File: src/rtl/wrfifo_occ_bp_ctrl.sv
// Write-FIFO occupancy tracker for multi-write-port memories: counts pushes, drains up to
// NUMWTPT entries per cycle, and drives hysteretic backpressure, sticky overflow and a high-watermark.
module wrfifo_occ_bp_ctrl #(
    parameter int NUMWRPT = 4,
    parameter int NUMWTPT = 2,
    parameter int BITFIFO = 8,
    parameter int BPDEL   = 1,
    parameter int BITDRN  = 2
) (
    input  logic               clk,
    input  logic               rst,
    input  logic               ready,
    input  logic [NUMWRPT-1:0] write,
    input  logic               drain_en,
    input  logic [BITFIFO:0]   bp_thr_hi,
    input  logic [BITFIFO:0]   bp_thr_lo,
    input  logic               hwm_clr,
    output logic [BITFIFO:0]   wrfifo_cnt,
    output logic [BITDRN-1:0]  drain_cnt,
    output logic [NUMWRPT-1:0] wr_bp,
    output logic               ovf_err,
    output logic [BITFIFO:0]   hwm
);

    localparam int FNUMWRDS = 2 ** BITFIFO;
    localparam int PW       = (BPDEL == 0) ? 1 : BPDEL;
    localparam logic [BITFIFO+1:0] FULL_X  = (BITFIFO+2)'(FNUMWRDS);
    localparam logic [BITFIFO:0]   DRN_MAX = (BITFIFO+1)'(NUMWTPT);

    typedef enum logic {
        BP_OFF = 1'b0,
        BP_ON  = 1'b1
    } bp_state_t;

    bp_state_t          state_q, state_d;
    logic [BITFIFO:0]   cnt_q, cnt_d;
    logic [BITFIFO:0]   hwm_q, hwm_d;
    logic               ovf_q, ovf_d;
    logic [PW-1:0]      pipe_q, pipe_d;
    logic [BITFIFO+1:0] ecnt;
    logic [BITFIFO:0]   dcnt;
    logic [BITFIFO+1:0] sum;
    logic [BITFIFO:0]   cnt_nxt;
    logic [BITFIFO:0]   lo_eff;

    always_comb begin
        ecnt = '0;
        for (int i = 0; i < NUMWRPT; i++) begin
            ecnt = ecnt + (BITFIFO+2)'(write[i]);
        end
        if (!ready) begin
            ecnt = '0;
        end

        // Drain only sees the start-of-cycle count, so same-cycle writes are never drained.
        dcnt = '0;
        if (ready && drain_en) begin
            dcnt = (cnt_q < DRN_MAX) ? cnt_q : DRN_MAX;
        end

        sum     = {1'b0, cnt_q} + ecnt - {1'b0, dcnt};
        cnt_nxt = (sum > FULL_X) ? FULL_X[BITFIFO:0] : sum[BITFIFO:0];
        ovf_d   = ovf_q | (sum > FULL_X);
        if (!ready) begin
            cnt_nxt = '0;
        end
        cnt_d  = cnt_nxt;
        lo_eff = (bp_thr_lo < bp_thr_hi) ? bp_thr_lo : bp_thr_hi;

        state_d = state_q;
        case (state_q)
            BP_OFF:  if (cnt_nxt > bp_thr_hi) state_d = BP_ON;
            BP_ON:   if (cnt_nxt <= lo_eff)   state_d = BP_OFF;
            default: state_d = BP_OFF;
        endcase

        // Output delay line carries the registered state; a flush empties it.
        pipe_d    = '0;
        pipe_d[0] = (state_q == BP_ON);
        for (int i = 1; i < PW; i++) begin
            pipe_d[i] = pipe_q[i-1];
        end
        if (!ready) begin
            state_d = BP_OFF;
            pipe_d  = '0;
        end

        hwm_d = hwm_clr ? cnt_nxt : ((cnt_nxt > hwm_q) ? cnt_nxt : hwm_q);
    end

    always_ff @(posedge clk) begin
        if (rst) begin
            state_q <= BP_OFF;
            cnt_q   <= '0;
            hwm_q   <= '0;
            ovf_q   <= 1'b0;
            pipe_q  <= '0;
        end else begin
            state_q <= state_d;
            cnt_q   <= cnt_d;
            hwm_q   <= hwm_d;
            ovf_q   <= ovf_d;
            pipe_q  <= pipe_d;
        end
    end

    assign wrfifo_cnt = cnt_q;
    assign drain_cnt  = BITDRN'(dcnt);
    assign ovf_err    = ovf_q;
    assign hwm        = hwm_q;
    assign wr_bp      = {NUMWRPT{(BPDEL == 0) ? (state_q == BP_ON) : pipe_q[PW-1]}};

endmodule

File: config.mk
export PLATFORM = sky130hd
export DESIGN_NAME = wrfifo_occ_bp_ctrl
export DESIGN_NICKNAME = d
export VERILOG_FILES = /design/src/rtl/wrfifo_occ_bp_ctrl.sv
export SDC_FILE = /design/constraint.sdc
export NUM_CORES = 1
export LEC_CHECK = 0
export ABC_AREA = 1
export CAP_MARGIN = 30
export CORE_ASPECT_RATIO = 1.25
export CORE_MARGIN = 4
export CORE_UTILIZATION = 45
export CTS_CLUSTER_DIAMETER = 150
export CTS_CLUSTER_SIZE = 14
export DETAILED_ROUTE_END_ITERATION = 7
export PLACE_DENSITY = 0.81
export SYNTH_ARGS = -nofsm -noshare
export SYNTH_HDL_FRONTEND = slang
export SYNTH_SLANG_ARGS = --single-unit
File: constraint.sdc
create_clock -name clk -period 5.64 [get_ports clk]
set_input_delay 0.846 -clock clk [delete_from_list [all_inputs] [get_ports clk]]
set_output_delay 0.846 -clock clk [all_outputs]
set_load 0.02 [all_outputs]
==> results.sh <==
export IMPL_status="finished clean"
export IMPL_slew_limit_headroom_pct=56.1
export IMPL_nFillCells=494
export IMPL_fin_area_sq_um=3570
export IMPL_diodes=0
export IMPL_post_route_util_pct=61.8
export IMPL_layout_common_cells="nand2_1 (90), inv_1 (69), ha_1 (49), clkdlybuf4s50_1 (49), nor2_1 (45)"
export IMPL_hold_violations=0
export IMPL_drt_wl_total_um=6860
export IMPL_synth_top_area_share_pct=24.0
export IMPL_synthesis_nets=479
export IMPL_cp_common_cell="nand2_1"
export IMPL_drv_cap=0
export IMPL_syn2layout_area_growth_pct=34.2
export IMPL_cts_tree="done"
export IMPL_tns_ns=0
export IMPL_cp_slowest_cell="fa_1"
export IMPL_layout_commonest_cell="nand2_1"
export IMPL_routedWlPerCell_um=12.7
export IMPL_placed_cells=533
export IMPL_yosysUniqueCellTypes=34
export IMPL_insertion_delay_ns=0.26
export IMPL_antenna_found_initial=0
export IMPL_die_w_um=76.8
export IMPL_max_freq_ghz=0.184
export IMPL_worstPathArrival_ns=5.63
export IMPL_drtIter0Drc=80
export IMPL_nNetsFinal=557
export IMPL_holdBufCountCts=0
export IMPL_grt_overflow=0
export IMPL_finalSetupViolations=0
export IMPL_fin_cells=540
export IMPL_hold_class="flip-flop to flip-flop"
export IMPL_place_area_sq_um=3390
export IMPL_grtUsageTotal_pct=18.4
export IMPL_synth_area_leaders="ha_1 (24%), dfxtp_1 (16%), nand2_1 (13%), inv_1 (11%), nor2_1 (6.8%)"
export IMPL_numCtsBuffers=3
export IMPL_drv_slew=0
export IMPL_synth_seq_cells=21
export IMPL_ios=52
export IMPL_avgSynthCellArea_sq_um=6.71
export IMPL_ant_nets=0
export IMPL_gp_congestion=0.893
export IMPL_yosys_warnings=0
export IMPL_grt_max_degree=19
export IMPL_via_per_inst=5.10
export IMPL_grt_pass1_wl_um=10900
export IMPL_clk_pin_slew_worst_paths_ns=0.08
export IMPL_numPortBuffers=51
export IMPL_dr_pass1_iters=4
export IMPL_worstPathRequired_ns=5.84
export IMPL_tightest_slew_ns=0.658
export IMPL_grt_pass1_vias=2685
export IMPL_cp_start_kind="primary input"
export IMPL_end_kind="flip-flop"
export IMPL_worstPathMaxFanout=6
export IMPL_htree_levels=1
export IMPL_fp_coreArea_sq_um=5780
export IMPL_dieHeight_um=94
export IMPL_dieArea_sq_um=7220
export IMPL_cts_sinks=21
export IMPL_cts_root_buf="clkbuf_8"
export IMPL_netlist_area_sq_um=2660
export IMPL_rows=31
export IMPL_finalClockSkew_ns=0.00374
export IMPL_drc=0
export IMPL_drive_above_1_share_pct=18.6
export IMPL_via_count=2752
export IMPL_post_route_period_util_pct=96.3
export IMPL_start_util_pct=46.1
export IMPL_synth_yosys_seq_area_share_pct=15.8
export IMPL_slowest_delay_ns=0.49
export IMPL_synthCells=397
export IMPL_detailed_place_hpwl_um=5600
export IMPL_synth_area_leader_cell="ha_1"
export IMPL_worst_setup_path_type="primary input to flip-flop"
export IMPL_min_period_ns=5.43
export IMPL_clk_path_buf_depth=2
## stage by stage
| step | hold slack [ns] | setup WS [ns] |
|---|---|---|
| floorplan | 0.430 | 0.422 |
| global placement | 0.453 | -0.139 |
| detailed placement | 0.455 | -0.280 |
| CTS | 0.471 | 0.0151 |
| global route | 0.505 | -0.117 |
| finish | 0.468 | 0.211 |
## what timing repair did
item,in CTS,in global routing
gates cloned,0,1
setup buffers,0,2
resized for setup,1,28
endpoints found under the setup margin,3,10
pin swaps,0,14
## registers in the layout (all words and copies together) (netlist names)
register	count
state_q	1
ovf_err	1
wrfifo_cnt	9
hwm	9
pipe_q	1
## cell families (layout without fill, tap and decap cells)
logic type               after synthesis  count (layout)  share of synthesized area (%)
AND/OR/NAND/NOR                      192             193                           32.4
buffers and inverters                 85             161                           13.4
adder cells (fa/ha/maj)               55              55                           27.0
AO/OA/AOI/OAI                         41              41                           10.2
flip-flops                            21              21                           15.8
XOR/XNOR                               3               3                           1.27
## final timing paths
path                                          startpoint             endpoint  slack, ns  cells after the start
worst max-delay path                            write[3]  hwm[3]$_SDFFE_PP0P_       0.21                     32
worst min-delay path                  state_q$_SDFF_PP0_    pipe_q$_SDFF_PP0_       0.47                      2
worst max register to register  wrfifo_cnt[7]$_SDFF_PP0_  hwm[3]$_SDFFE_PP0P_       0.89                     34
worst min register to register        state_q$_SDFF_PP0_    pipe_q$_SDFF_PP0_       0.47                      2
## final cells by class
type	instances	area, sq um	share of cell area, %
clock buffer	3	41.3	1.16
clock inverter	1	5.00	0.140
tap	66	82.6	2.31
inverter	76	285	7.99
sequential	21	420	11.8
multi-input combinational	292	2000	55.9
timing repair buffer	81	741	20.7
## cell usage after synthesis, drive strengths merged
cell and number:
nand2 104, inv 75, ha 51, nor2 50, nand3 25, dfxtp 21
a21oi 19, o21ai 12, buf 7, a211oi 5, nor3 5, fa 4
nand4 4, or2 3, clkbuf 2, xor2 2, a31oi 1, clkinv 1
nand3b 1, o211ai 1, o21bai 1, o31a 1, o31ai 1, xnor2 1
## worst max-delay path: cells and delay by family
kind | cells | cell delay (ns)
buffers and inverters | 4 | 0.73
AO/OA/AOI/OAI | 2 | 0.44
AND/OR/NAND/NOR | 20 | 1.73
adder cells (fa/ha/maj) | 6 | 1.88
## routing by layer
| metal | track usage [%] | wire, um | vias up |
|---|---|---|---|
| met5 | 0 | 0 | - |
| li1 | - | - | 1408 |
| met1 | 17.5 | 2560 | 1236 |
| met3 | 0.864 | 232 | 27 |
| met4 | 9.67 | 294 | 0 |
| met2 | 38.8 | 3780 | 81 |
Power is left out: the tool's default activity adds up to more than one toggle a clock period on the data nets, which glitch-free logic cannot reach.
